--- config.mk ---
export PLATFORM = sky130hd
export DESIGN_NAME = do_popcount_accum_flat
export DESIGN_NICKNAME = d
export VERILOG_FILES = /design/src/rtl/do_popcount_accum_if.sv /design/src/rtl/do_popcount_accum.sv /design/src/flat_wrapper.sv
export SDC_FILE = /design/constraint.sdc
export NUM_CORES = 1
export LEC_CHECK = 0
export ABC_AREA = 1
export BUFFER_PORTS_ARGS = -buffer_cell sky130_fd_sc_hd__buf_2
export CORE_UTILIZATION = 60
export CTS_CLUSTER_SIZE = 14
export DETAILED_ROUTE_END_ITERATION = 10
export HOLD_SLACK_MARGIN = 0.1
export PLACE_DENSITY = 0.79
export SETUP_SLACK_MARGIN = 0.2
export SLEW_MARGIN = 20
export SYNTH_ARGS = -nofsm -noshare
export SYNTH_HDL_FRONTEND = slang
export SYNTH_SLANG_ARGS = --single-unit
--- constraint.sdc ---
create_clock -name clk -period 5.85 [get_ports clk]
set_clock_uncertainty 0.15 [all_clocks]
set_input_delay 0.585 -clock clk [delete_from_list [all_inputs] [get_ports clk]]
set_output_delay 0.585 -clock clk [all_outputs]
set_load 0.02 [all_outputs]
--- src/rtl/do_popcount_accum_if.sv ---
// Handshake bundle between the do-bus sampler and the popcount accumulator.
// Carries both the sample port and the window-result port.
interface do_popcount_accum_if #(
  parameter int unsigned WIDTH = 8,
  parameter int unsigned SUM_W = 8
);
  logic             in_valid;
  logic             in_ready;
  logic [WIDTH-1:0] in_data;
  logic             out_valid;
  logic             out_ready;
  logic [SUM_W-1:0] out_sum;
  logic [SUM_W-1:0] out_toggles;

  modport master (
    output in_valid, in_data, out_ready,
    input  in_ready, out_valid, out_sum, out_toggles
  );

  modport slave (
    input  in_valid, in_data, out_ready,
    output in_ready, out_valid, out_sum, out_toggles
  );
endinterface

--- src/rtl/do_popcount_accum.sv ---
// Accumulates popcount and bit-toggle totals over a fixed window of accepted do-bus
// samples and presents each window's totals on a valid/ready result port.
module do_popcount_accum #(
  parameter int unsigned WIDTH  = 8,
  parameter int unsigned WINDOW = 16,
  parameter int unsigned SUM_W  = 8
) (
  input  logic                 clk,
  input  logic                 rst,
  do_popcount_accum_if.slave   bus
);

  localparam int unsigned CNT_W = (WINDOW > 1) ? $clog2(WINDOW) : 1;
  localparam int unsigned PC_W  = $clog2(WIDTH + 1);

  typedef enum logic {
    ACCUM = 1'b0,
    HOLD  = 1'b1
  } state_t;

  state_t             state;
  state_t             state_nx;
  logic [CNT_W-1:0]   cnt;
  logic [SUM_W-1:0]   sum_acc;
  logic [SUM_W-1:0]   tog_acc;
  logic [WIDTH-1:0]   prev;
  logic               accept;
  logic               last;
  logic [SUM_W-1:0]   pc_sum;
  logic [SUM_W-1:0]   pc_tog;

  function automatic logic [PC_W-1:0] popcount(input logic [WIDTH-1:0] v);
    logic [PC_W-1:0] n;
    n = '0;
    for (int i = 0; i < WIDTH; i++) begin
      n = n + PC_W'(v[i]);
    end
    return n;
  endfunction

  // Same-cycle popcounts feeding the accumulator update
  always_comb begin
    accept = bus.in_valid && (state == ACCUM);
    last   = accept && (cnt == CNT_W'(WINDOW - 1));
    pc_sum = SUM_W'(popcount(bus.in_data));
    pc_tog = SUM_W'(popcount(bus.in_data ^ prev));
  end

  always_ff @(posedge clk or posedge rst) begin
    if (rst) begin
      state <= ACCUM;
    end else begin
      state <= state_nx;
    end
  end

  always_comb begin
    state_nx = state;
    case (state)
      ACCUM:   if (last)          state_nx = HOLD;
      HOLD:    if (bus.out_ready) state_nx = ACCUM;
      default: state_nx = ACCUM;
    endcase
  end

  // Handshake flags decode straight from the state flop, so they never overlap
  always_comb begin
    bus.in_ready  = 1'b0;
    bus.out_valid = 1'b0;
    case (state)
      ACCUM:   bus.in_ready  = 1'b1;
      HOLD:    bus.out_valid = 1'b1;
      default: bus.in_ready  = 1'b0;
    endcase
  end

  // prev survives window boundaries; only reset clears it
  always_ff @(posedge clk or posedge rst) begin
    if (rst) begin
      cnt             <= '0;
      sum_acc         <= '0;
      tog_acc         <= '0;
      prev            <= '0;
      bus.out_sum     <= '0;
      bus.out_toggles <= '0;
    end else if (accept) begin
      prev <= bus.in_data;
      if (last) begin
        cnt             <= '0;
        sum_acc         <= '0;
        tog_acc         <= '0;
        bus.out_sum     <= sum_acc + pc_sum;
        bus.out_toggles <= tog_acc + pc_tog;
      end else begin
        cnt     <= cnt + CNT_W'(1);
        sum_acc <= sum_acc + pc_sum;
        tog_acc <= tog_acc + pc_tog;
      end
    end
  end

endmodule

--- src/flat_wrapper.sv ---
// flat-port wrapper written by rule: the top's interface ports become plain ports
module do_popcount_accum_flat 
#(
  parameter int unsigned WIDTH  = 8,
  parameter int unsigned WINDOW = 16,
  parameter int unsigned SUM_W  = 8
)
  (clk, rst, bus_in_valid, bus_in_data, bus_out_ready, bus_in_ready, bus_out_valid, bus_out_sum, bus_out_toggles);
  do_popcount_accum_if #(.WIDTH(WIDTH), .SUM_W(SUM_W)) bus_i ();
  input  logic clk;
  input  logic rst;
  input wire logic [$bits(bus_i.in_valid)-1:0] bus_in_valid;
  input wire logic [$bits(bus_i.in_data)-1:0] bus_in_data;
  input wire logic [$bits(bus_i.out_ready)-1:0] bus_out_ready;
  output wire logic [$bits(bus_i.in_ready)-1:0] bus_in_ready;
  output wire logic [$bits(bus_i.out_valid)-1:0] bus_out_valid;
  output wire logic [$bits(bus_i.out_sum)-1:0] bus_out_sum;
  output wire logic [$bits(bus_i.out_toggles)-1:0] bus_out_toggles;
  assign bus_i.in_valid = bus_in_valid;
  assign bus_i.in_data = bus_in_data;
  assign bus_i.out_ready = bus_out_ready;
  assign bus_in_ready = bus_i.in_ready;
  assign bus_out_valid = bus_i.out_valid;
  assign bus_out_sum = bus_i.out_sum;
  assign bus_out_toggles = bus_i.out_toggles;
  do_popcount_accum #(.WIDTH(WIDTH), .WINDOW(WINDOW), .SUM_W(SUM_W)) u_core (.clk(clk), .rst(rst), .bus(bus_i));
endmodule
# Word level (Yosys, flattened, before mapping)
# Cells that the tools add are included.
[totals]
register_bits = 45
latch_bits = 0
mem_bits_rw = 0
mem_bits_ro = 0
input_bits = 12
out_inout_bits = 18
elab_cells = 38
mem_count = 0
[classes]
addsub = 17
multipliers = 0
div_mod_pow = 0
order_cmp = 0
n_eq_ne = 1
shifts = 0
n_mux = 8
n_bitwise = 2
n_reduce_logical = 3
[ops]
columns = ["operator", "n"]
rows = [
  ["adder 4 x 1 -> 4 bit", 12],
  ["adder 8 x 4 -> 8 bit", 2],
  ["two-way mux 8 bit", 2],
  ["XOR 8 bit", 1],
  ["adder 1 x 1 -> 2 bit", 2],
  ["adder 4 x 1 -> 4 bit, second input constant", 1],
  ["== test 4 bit, second input constant", 1],
  ["two-way mux 1 bit", 4],
  ["two-way mux 4 bit", 1],
  ["logical AND 1 bit", 2],
  ["case mux 1 bit (2 select lines)", 1],
  ["AND reduction 2 bit", 1],
  ["NOT 1 bit", 1],
]

# Longest topological paths before layout
# Gate-level depths: netlist (run 1).
[logic_depth]
word_depth = 10
depth_mapped = 18
mapped_depth_nobuf = 18

# Worst setup path before layout (run 1)
# No wires, ideal clock.
[synth_path]
path_type = "input port to flip-flop"
start = "input port bus_in_data[0]"
end = "register u_core.bus.out_toggles[3]"
setup_ns = 0.117
arrival_time_ns = 3.960
required_ns = 5.583
setup_slack_ns = 1.622
stages = 14
path_buffers = 0
path_cell_list = "xor2_1 > ha_1 > fa_1 > inv_1 > fa_1 > fa_1 > fa_1 > xnor2_1 > ha_1 > nand3_1 > nand3_1 > or2_2 > nand3_1 > nand2_1"
[synth_via]
elab_chain_len = 9
[synth_rtl]
columns = ["item", "line", "text"]
rows = [
  ["from (decl)", "flat_wrapper.sv:13", "input wire logic [$bits(bus_i.in_data)-1:0] bus_in_data;"],
  ["XOR 8 bit", "do_popcount_accum.sv:46", "pc_tog = SUM_W'(popcount(bus.in_data ^ prev));"],
  ["adder 1 x 1 -> 2 bit", "do_popcount_accum.sv:36", "n = n + PC_W'(v[i]);"],
  ["adder 4 x 1 -> 4 bit (6 in series)", "do_popcount_accum.sv:36", ""],
  ["adder 8 x 4 -> 8 bit", "do_popcount_accum.sv:93", "bus.out_toggles <= tog_acc + pc_tog;"],
  ["to (signal assigned)", "do_popcount_accum.sv:93", ""],
  ["to (decl)", "do_popcount_accum_if.sv:22", "output in_ready, out_valid, out_sum, out_toggles"],
]
# Every way passes these cells.
# A chain may end at the register's enable or synchronous reset.

# Worst setup path after layout (run 1)
[layout_path]
start = "register u_core.prev[1]"
end = "register u_core.tog_acc[3]"
[layout_via]
elab_chain_len = 10
[layout_rtl]
columns = ["item", "line", "text"]
rows = [
  ["from (decl)", "do_popcount_accum.sv:26", "logic [WIDTH-1:0] prev;"],
  ["from (signal assigned)", "do_popcount_accum.sv:87", "prev <= bus.in_data;"],
  ["XOR 8 bit", "do_popcount_accum.sv:46", ""],
  ["adder 1 x 1 -> 2 bit", "do_popcount_accum.sv:36", ""],
  ["adder 4 x 1 -> 4 bit (6 in series)", "do_popcount_accum.sv:36", ""],
  ["adder 8 x 4 -> 8 bit", "do_popcount_accum.sv:97", "tog_acc <= tog_acc + pc_tog;"],
  ["two-way mux 8 bit", "do_popcount_accum.sv:88", "if (last) begin"],
  ["to (signal assigned)", "do_popcount_accum.sv:97", ""],
  ["to (decl)", "do_popcount_accum.sv:25", "logic [SUM_W-1:0] tog_acc;"],
]
# Every way passes these cells.

==> implementation parameters, run 1 <==
Parameter                              Value

Setup path
  Critical path start-end classification ... reg2reg
  Number of buffers and inverters on the critical path ... 1
  Crit path top cell by count ... sky130_fd_sc_hd__fa_1
  Cell family contributing the most delay on the critical path ... adder cells
  Kind of start point of the critical path ... flop
  Data required, critical path ... 5.90 ns
  Top fanout value on the critical path ... 4
  Critical-path cell with the highest stage delay ... sky130_fd_sc_hd__fa_1
  Biggest cell delay along the critical path ... 0.54 ns
  Critical Path AT ... 4.23 ns
  Kind of capture point of the worst setup path ... flop
  CP Cell Sequence ... xor2_1, ha_1, fa_1, inv_1, fa_1, fa_1, fa_1, xnor2_1, ha_1, nand3_1, nand3_1, or2_2, nand3_1, nand2_1

Detailed routing
  Vias per inst ... 5.15
  DRT iter0 DRCs ... 80
  Number of antenna-violating nets in the routed design ... 0
  Routed vias ... 1953
  Post-detailed-routing wire length ... 4600 um
  DRC violation count after routing ... 0
  Detailed-routing iteration count for the pre-antenna-repair pass ... 4
  WL/cell ... 12.1 um

Clocking
  Sinks on the clock net ... 45
  Clock slew at the register clock pins of the worst setup and hold paths ... 0.08 ns
  Number of gates given a new drive strength after cts ... 0
  Clock tree from TritonCTS ... done
  Clock tree root buffer cell ... sky130_fd_sc_hd__clkbuf_8
  Number of buffers on the longest clock path ... 2
  Clock latency on the worst-skew pair ... 0.30 ns
  CTS Buf Count ... 5
  Post-CTS repair timing setup buffer count ... 0
  Hold-fix buffer count after cts ... 0
  H-tree Lvls ... 2

Finish
  Leading cell types in the layout, fill and taps excluded ... sky130_fd_sc_hd__nand2_1, sky130_fd_sc_hd__dfrtp_1, sky130_fd_sc_hd__inv_1, sky130_fd_sc_hd__buf_2, sky130_fd_sc_hd__nand3_1
  Number of inserted diodes ... 0
  Share of final-layout standard cells stronger than drive strength 1 ... 15.8%
  Most frequent standard cell in the layout excluding fill and tap cells ... sky130_fd_sc_hd__nand2_1
  Filler cell count ... 330
  Area occupied by registers ... 0.00113 mm2
  Number of nets at the end of the flow ... 366
  Relative area change from synthesis to final layout ... 9.78%
  Final Cell Area ... 0.00289 mm2
  Fin util ... 70.3%
  Multi-input logic area ... 0.00131 mm2

Timing
  Final setup violating endpoints ... 0
  RSZ-0062 raised after global routing ... no
  Slew margin rel. ... 62.4%
  Post-layout min period ... 4.18 ns
  Count of pins over their slew limit ... 0
  Slew of the pin with the lowest slew margin ... 0.564 ns
  Post-Route Setup TNS ... 0 ns
  Max Clk Rate ... 239 MHz
  Count of final hold-check violations ... 0
  Portion of the clock cycle consumed by the worst path in the final layout ... 71.5%

Min path
  Hold/Removal Path Class ... in2async

Synth
  Avg Inst Size Synth ... 8.81 um2
  Register bit count reported by yosys ... 45
  Fraction of post-synthesis cell area in the top cell type by area ... 42.7%
  Unique cell type count in the Yosys netlist ... 30
  Synth warnings ... 0
  Net count after synthesis ... 336
  Cell accounting for the most synthesized area ... sky130_fd_sc_hd__dfrtp_1
  Number of cells produced by synthesis ... 299
  Sequential-to-total area share from yosys stat ... 42.7%
  Netlist Area Pre-Place ... 0.00264 mm2
  Largest cells by area after synthesis ... sky130_fd_sc_hd__dfrtp_1, sky130_fd_sc_hd__nand2_1, sky130_fd_sc_hd__fa_1, sky130_fd_sc_hd__ha_1, sky130_fd_sc_hd__nand3_1

Place
  RePlAce Congestion ... 0.830
  Port-buffer cells ... 29
  Half-perimeter wire length after detailed placement ... 3350 um
  Post-DP Area ... 0.00279 mm2

Floorplan
  Vert. Die Dim ... 68.3 um
  # rows ... 23
  Width of the die ... 68.3 um
  Total core area ... 0.00412 mm2
  Boundary pin count ... 30
  Initial standard-cell utilization of the core ... 64.0%
  Die Outline Area ... 0.00466 mm2

Global routing
  All-Layer GR Usage ... 23.7%
  Number of global-route vias before repair ... 1909
  Wire length of the first global-routing pass ... 8060 um
  Largest net degree at the start of global routing ... 46
  Total global routing overflow ... 0
  Antenna violations before repair ... 0

Pwr
  Pwr/cell area ... 523 mW/mm2
  Worst vdd rail ir drop ... 0.000309 V
  Static leakage ... 0.00159 uW

Run status
  Run status ... finished, final reports clean

Flow run
  Max-cap violations ... 0
Yosys cell counts:
cell,count
sky130_fd_sc_hd__buf_4,3
sky130_fd_sc_hd__nand3_1,25
sky130_fd_sc_hd__buf_6,3
sky130_fd_sc_hd__inv_8,1
sky130_fd_sc_hd__a21o_1,1
sky130_fd_sc_hd__a21oi_1,2
sky130_fd_sc_hd__nor2_2,1
sky130_fd_sc_hd__buf_2,1
sky130_fd_sc_hd__nand2_2,1
sky130_fd_sc_hd__nand4_1,3
sky130_fd_sc_hd__ha_1,15
sky130_fd_sc_hd__nand2_1,104
sky130_fd_sc_hd__a22o_1,1
sky130_fd_sc_hd__o21ai_2,4
sky130_fd_sc_hd__dfrtp_1,45
sky130_fd_sc_hd__xor2_1,8
sky130_fd_sc_hd__fa_1,10
sky130_fd_sc_hd__nand2_4,1
sky130_fd_sc_hd__a21oi_2,1
sky130_fd_sc_hd__or2_1,1
sky130_fd_sc_hd__inv_1,30
sky130_fd_sc_hd__o21ai_1,2
sky130_fd_sc_hd__o21ai_0,16
sky130_fd_sc_hd__nand3b_1,4
sky130_fd_sc_hd__nand3_2,1
sky130_fd_sc_hd__nor2_4,1
sky130_fd_sc_hd__or2_2,1
sky130_fd_sc_hd__nor2_1,3
sky130_fd_sc_hd__inv_2,3
sky130_fd_sc_hd__xnor2_1,7
worst reg2reg max path, stage by stage, from the launching register on:
cell                      delay, ns
sky130_fd_sc_hd__dfrtp_1       0.41
sky130_fd_sc_hd__xor2_1        0.17
sky130_fd_sc_hd__ha_1          0.31
sky130_fd_sc_hd__fa_1          0.54
sky130_fd_sc_hd__inv_1         0.05
sky130_fd_sc_hd__fa_1          0.50
sky130_fd_sc_hd__fa_1          0.46
sky130_fd_sc_hd__fa_1          0.39
sky130_fd_sc_hd__xnor2_1       0.14
sky130_fd_sc_hd__ha_1          0.33
sky130_fd_sc_hd__nand3_1       0.09
sky130_fd_sc_hd__nand3_1       0.12
sky130_fd_sc_hd__or2_2         0.31
sky130_fd_sc_hd__nand3_1       0.07
sky130_fd_sc_hd__nand2_1       0.05
stage by stage:
step | power (uW) | setup slack, ns | std cells | hold slack, ns
3_3_place_gp | 1270 | 1.41 | 372 | 0.300
6_report | 1510 | 1.67 | 379 | 0.248
2_1_floorplan | 1130 | 1.62 | 299 | 0.306
5_1_grt | 1680 | 1.42 | 379 | 0.319
3_5_place_dp | 1300 | 1.35 | 372 | 0.310
4_1_cts | 1530 | 1.65 | 379 | 0.277
power by group:
group | internal [uW] | switching (uW) | total (uW)
combinational | 302 | 471 | 773
sequential | 426 | 88.2 | 514
clock | 124 | 102 | 226
total | 852 | 662 | 1510
final timing paths:
kind / from / endpoint / slack (ns) / cells past startpoint
max: u_core.prev[1]$_DFFE_PP0P_ / u_core.tog_acc[3]$_DFFE_PP0P_ / 1.67 / 14
min reg2reg: u_core.bus.out_sum[4]$_DFFE_PP0P_ / u_core.bus.out_sum[4]$_DFFE_PP0P_ / 0.33 / 2
min: rst / u_core.bus.out_toggles[5]$_DFFE_PP0P_ / 0.25 / 3
max reg2reg: u_core.prev[1]$_DFFE_PP0P_ / u_core.tog_acc[3]$_DFFE_PP0P_ / 1.67 / 14
max in group asynchronous: rst / u_core.bus.out_sum[4]$_DFFE_PP0P_ / 4.90 / 3
min in group clk: bus_out_ready / u_core.state$_DFF_PP0_ / 0.30 / 2
cells by family after synthesis:
group           share of synthesized area, %
compound gates                          6.08
xor+xnor                                4.99
fa+ha+maj                               14.7
buf+inv                                 7.45
flops                                   42.7
simple gates                            24.0
final cells by class:
cell class | count | area share, %
inverters | 34 | 4.67
repair buffers | 30 | 5.28
well taps | 50 | 2.16
clock inverters | 2 | 1.21
flip-flops and latches | 45 | 38.9
clock buffers | 5 | 2.38
multi-input cells | 213 | 45.4
sequential cells by signal (all words and copies together), names as in the netlist:
| register | cells |
|---|---|
| u_core.cnt | 4 |
| u_core.sum_acc | 8 |
| u_core.bus.out_sum | 8 |
| u_core.prev | 8 |
| u_core.bus.out_toggles | 8 |
| u_core.tog_acc | 8 |
| u_core.state | 1 |
per-layer routing:
| layer | vias up | GRT usage, % | part of all wire [%] |
|---|---|---|---|
| li1 | 998 | - | - |
| met1 | 915 | 29.7 | 47 |
| met2 | 32 | 40.0 | 48 |
| met3 | 8 | 4.33 | 3.4 |
| met4 | 0 | 10.2 | 1.6 |
| met5 | - | 0 | 0 |
(Power assumes the default switching activity.)
==> inputs of run 2 (changes only) <==
--- a/config.mk
+++ b/config.mk
@@ -5,13 +5,13 @@
 export SDC_FILE = /design/constraint.sdc
 export NUM_CORES = 1
 export LEC_CHECK = 0
-export ABC_AREA = 1
+export ABC_AREA = 0
 export BUFFER_PORTS_ARGS = -buffer_cell sky130_fd_sc_hd__buf_2
-export CORE_UTILIZATION = 60
+export CORE_UTILIZATION = 53
 export CTS_CLUSTER_SIZE = 14
 export DETAILED_ROUTE_END_ITERATION = 10
 export HOLD_SLACK_MARGIN = 0.1
-export PLACE_DENSITY = 0.79
+export PLACE_DENSITY = 0.73
 export SETUP_SLACK_MARGIN = 0.2
 export SLEW_MARGIN = 20
 export SYNTH_ARGS = -nofsm -noshare
==> constraint.sdc (replaced) <==
create_clock -name clk -period 3.5 [get_ports clk]
set_clock_uncertainty 0.15 [all_clocks]
set_input_delay 0.35 -clock clk [delete_from_list [all_inputs] [get_ports clk]]
set_output_delay 0.35 -clock clk [all_outputs]
set_load 0.02 [all_outputs]
==> run 2 against run 1 <==
- clock-buffer cell count rose by 2
- maximum frequency increased by 0.17%
- die area rose by 14%
- the run now ends with setup timing left
- critical path type unchanged
==> implementation parameters, run 2 <==
Parameter                              Value

Global routing
  Number of global-route vias before repair ... 2156 (+13%)
  All-Layer GR Usage ... 24.7% (+0.94 points)
  Largest net degree at the start of global routing ... 46 (unchanged)
  Met2 usage ... 43.0% (+3.0 points)
  Antenna violations before repair ... 0 (unchanged)
  GRT met3 Usage ... 4.42% (+0.087 points)
  Global-route met1 utilization ... 31.0% (+1.3 points)
  Total global routing overflow ... 0 (unchanged)
  Layer with the highest usage ... met2
  Wire length of the first global-routing pass ... 9870 um (+23%)

Synth
  Number of enable flip-flop cells after synthesis ... 0 (unchanged)
  Synth warnings ... 0 (unchanged)
  Sequential-to-total area share from yosys stat ... 42.4% (-0.30 points)
  Net count after synthesis ... 312 (-7.1%)
  Most numerous cell types in the synthesized netlist ... sky130_fd_sc_hd__nand2_1, sky130_fd_sc_hd__dfrtp_1, sky130_fd_sc_hd__o21ai_0, sky130_fd_sc_hd__inv_1, sky130_fd_sc_hd__ha_1
  Register bit count reported by yosys ... 45 (unchanged)
  Dominant register cell in the synthesized netlist ... sky130_fd_sc_hd__dfrtp_1
  Largest cells by area after synthesis ... sky130_fd_sc_hd__dfrtp_1, sky130_fd_sc_hd__nand2_1, sky130_fd_sc_hd__fa_1, sky130_fd_sc_hd__ha_1, sky130_fd_sc_hd__o21ai_0
  Async set-reset flop share out of synthesis ... 100% (unchanged)
  Netlist Area Pre-Place ... 0.00265 mm2 (+0.71%)
  Library cell with the highest instance count after synthesis ... sky130_fd_sc_hd__nand2_1
  Unique cell type count in the Yosys netlist ... 41 (+37%)
  Avg Inst Size Synth ... 9.65 um2 (+9.5%)
  Number of cells produced by synthesis ... 275 (-8.0%)
  Cell accounting for the most synthesized area ... sky130_fd_sc_hd__dfrtp_1
  Fraction of post-synthesis cell area in the top cell type by area ... 42.4% (-0.30 points)

Place
  Port-buffer cells ... 29 (unchanged)
  Half-perimeter wire length after detailed placement ... 3990 um (+19%)
  Number of placed instances, taps included ... 379 (+1.9%)
  RePlAce Congestion ... 0.791 (-4.8%)

Finish
  Number of inserted diodes ... 0 (unchanged)
  Filler cell count ... 369 (+12%)
  Multi-input logic area ... 0.00165 mm2 (+25%)
  Leading cell types in the layout, fill and taps excluded ... sky130_fd_sc_hd__nand2_1, sky130_fd_sc_hd__dfrtp_1, sky130_fd_sc_hd__buf_2
  Post-route insts no fill ... 396 (+4.5%)
  Most frequent standard cell in the layout excluding fill and tap cells ... sky130_fd_sc_hd__nand2_1
  Fin util ... 70.9% (+0.58 points)
  Share of final-layout standard cells stronger than drive strength 1 ... 30.4% (+15 points)
  Relative area change from synthesis to final layout ... 27.8%
  Area occupied by registers ... 0.00113 mm2 (unchanged)
  Number of nets at the end of the flow ... 365 (-0.27%)

Pwr
  Pwr/cell area ... 1060 mW/mm2 (+100%)
  Static leakage ... 0.00163 uW (+2.4%)
  Worst vdd rail ir drop ... 0.000609 V (+97%)

Floorplan
  Initial standard-cell utilization of the core ... 55.5% (-8.6 points)
  Boundary pin count ... 30 (unchanged)
  Vert. Die Dim ... 72.8 um (+6.6%)
  Die Outline Area ... 0.00529 mm2 (+14%)
  Width of the die ... 72.8 um (+6.6%)
  # rows ... 25 (+8.7%)
  Total core area ... 0.00479 mm2 (+16%)

Timing
  Count of pins over their slew limit ... 0 (unchanged)
  Post-Route Setup TNS ... -10.13 ns (-10.13 ns)
  Portion of the clock cycle consumed by the worst path in the final layout ... 119% (+48 points)
  Post-layout min period ... 4.17 ns (-0.00719 ns)
  Slew margin rel. ... 35.2% (-27 points)
  Slew of the pin with the lowest slew margin ... 0.971 ns (+0.408 ns)
  Worst path setup slack after routing ... -0.674 ns (-2.34 ns)
  RSZ-0062 raised after global routing ... yes
  Max Clk Rate ... 240 MHz (+0.17%)
  Smallest hold slack ... 0.103 ns (-0.145 ns)
  Count of final hold-check violations ... 0 (unchanged)
  Final setup violating endpoints ... 26 (+26)

Detailed routing
  WL/cell ... 14.6 um (+21%)
  DRC violation count after routing ... 0 (unchanged)
  Number of antenna-violating nets in the routed design ... 0 (unchanged)
  DRT iter0 DRCs ... 106 (+33%)
  Vias per inst ... 5.33 (+3.4%)
  Routed vias ... 2110 (+8.0%)
  Detailed-routing iteration count for the pre-antenna-repair pass ... 4 (unchanged)
  Post-detailed-routing wire length ... 5800 um (+26%)

Setup path
  Number of buffers and inverters on the critical path ... 2 (+1)
  Critical path start-end classification ... reg2reg
  Critical-path cell with the highest stage delay ... sky130_fd_sc_hd__fa_2
  Kind of capture point of the worst setup path ... flop
  Biggest cell delay along the critical path ... 0.58 ns (+0.04 ns)
  Critical Path AT ... 4.18 ns (-0.05 ns)
  Cell family contributing the most delay on the critical path ... adder cells
  Kind of start point of the critical path ... flop
  CP Cell Sequence ... xor2_1, ha_1, fa_1, inv_1, fa_1, fa_2, fa_2, inv_2, fa_2, a21o_1, o21a_1, xnor2_1, o21ai_1
  Top fanout value on the critical path ... 3 (-1)
  Crit path top cell by count ... sky130_fd_sc_hd__fa_2
  Data required, critical path ... 3.50 ns (-2.40 ns)

Clocking
  Clock slew at the register clock pins of the worst setup and hold paths ... 0.09 ns (about the same)
  Clock tree root buffer cell ... sky130_fd_sc_hd__clkbuf_8
  Number of buffers on the longest clock path ... 2 (unchanged)
  Clock latency on the worst-skew pair ... 0.30 ns (about the same)
  Sinks on the clock net ... 45 (unchanged)
  Clock tree from TritonCTS ... done
  CTS Buf Count ... 5 (unchanged)
  H-tree Lvls ... 2 (unchanged)

Flow run
  Max-cap violations ... 0 (unchanged)

Run status
  Violated checks ... setup timing
  Run status ... finished, violations left

Min path
  Hold/Removal Path Class ... in2async
[run 2: cell count changes after synthesis, sizes merged, moves of 5 or more]
cell / change
xnor2: +6
inv: -13
a21oi: +5
or3: +5
nand2: -48
o31ai: +5
nand3: -17
[run 2: cells by family after synthesis]
kind of cell | after synthesis | synth area share [%]
XOR/XNOR | 18 | 5.94
adder cells (fa/ha/maj) | 25 | 14.6
AO/OA/AOI/OAI | 67 | 17.1
buffers and inverters | 30 | 5.00
AND/OR/NAND/NOR | 90 | 14.9
flip-flops | 45 | 42.4
[run 2: final timing paths]
check | to | slack (ns) | cells after the start | startpoint
max in group asynchronous | u_core.sum_acc[6]$_DFFE_PP0P_ | 2.47 | 2 | rst
worst min-delay path | u_core.prev[4]$_DFFE_PP0P_ | 0.10 | 2 | rst
worst max-delay path | u_core.bus.out_toggles[6]$_DFFE_PP0P_ | -0.67 | 13 | u_core.prev[1]$_DFFE_PP0P_
worst max register to register | u_core.bus.out_toggles[6]$_DFFE_PP0P_ | -0.67 | 13 | u_core.prev[1]$_DFFE_PP0P_
worst min register to register | u_core.bus.out_toggles[0]$_DFFE_PP0P_ | 0.33 | 2 | u_core.bus.out_toggles[0]$_DFFE_PP0P_
min in group clk | u_core.prev[0]$_DFFE_PP0P_ | 0.16 | 3 | bus_in_data[0]
[run 2: per-layer routing]
metal	wire [um]	share of wire, %
met5	0	0
met4	79	1.4
met3	190	3.3
met2	2890	50
met1	2640	46
[run 2: where the power goes]
| part | internal, uW | switching [uW] | leakage [uW] | total (uW) |
|---|---|---|---|---|
| Combinational | 1220 | 1170 | 0.00104 | 2390 |
| Sequential | 716 | 170 | 0.000552 | 886 |
| Clock | 142 | 180 | 0.0000385 | 322 |
[run 2: cell type report]
cell class                      instances  area share (%)
Multi-Input combinational cell        200            48.5
Timing Repair Buffer                   55            11.0
Inverter                               21            2.40
Sequential cell                        45            33.2
Tap cell                               67            2.47
Clock inverter                          1           0.221
Clock buffer                            7            2.25
[run 2: metrics by stage]
| stage | area [um2] | power, uW | setup slack [ns] |
|---|---|---|---|
| 3_3_place_gp | 3060 | 2640 | -0.675 |
| 3_5_place_dp | 3060 | 2710 | -0.776 |
| 5_1_grt | 3390 | 3880 | -0.799 |
| 4_1_cts | 3310 | 3470 | -0.684 |
| 6_report | 3390 | 3600 | -0.674 |
| 2_1_floorplan | 2750 | 2210 | -0.473 |
[run 2: worst register-to-register path: stages, from the launching register on]
cell and delay [ns]:
sky130_fd_sc_hd__dfrtp_1 0.40, sky130_fd_sc_hd__xor2_1 0.15, sky130_fd_sc_hd__ha_1 0.31, sky130_fd_sc_hd__fa_1 0.48
sky130_fd_sc_hd__inv_1 0.05, sky130_fd_sc_hd__fa_1 0.46, sky130_fd_sc_hd__fa_2 0.38, sky130_fd_sc_hd__fa_2 0.58
sky130_fd_sc_hd__inv_2 0.06, sky130_fd_sc_hd__fa_2 0.36, sky130_fd_sc_hd__a21o_1 0.19, sky130_fd_sc_hd__o21a_1 0.21
sky130_fd_sc_hd__xnor2_1 0.17, sky130_fd_sc_hd__o21ai_1 0.08
[run 2: what timing repair did]
action,in CTS,in global routing
hold buffers,1,0
setup buffers,6,2
resized for setup,21,11
gates cloned,0,0
setup endpoints to repair,28,28
hold endpoints to repair,1,0
pin swaps,28,13
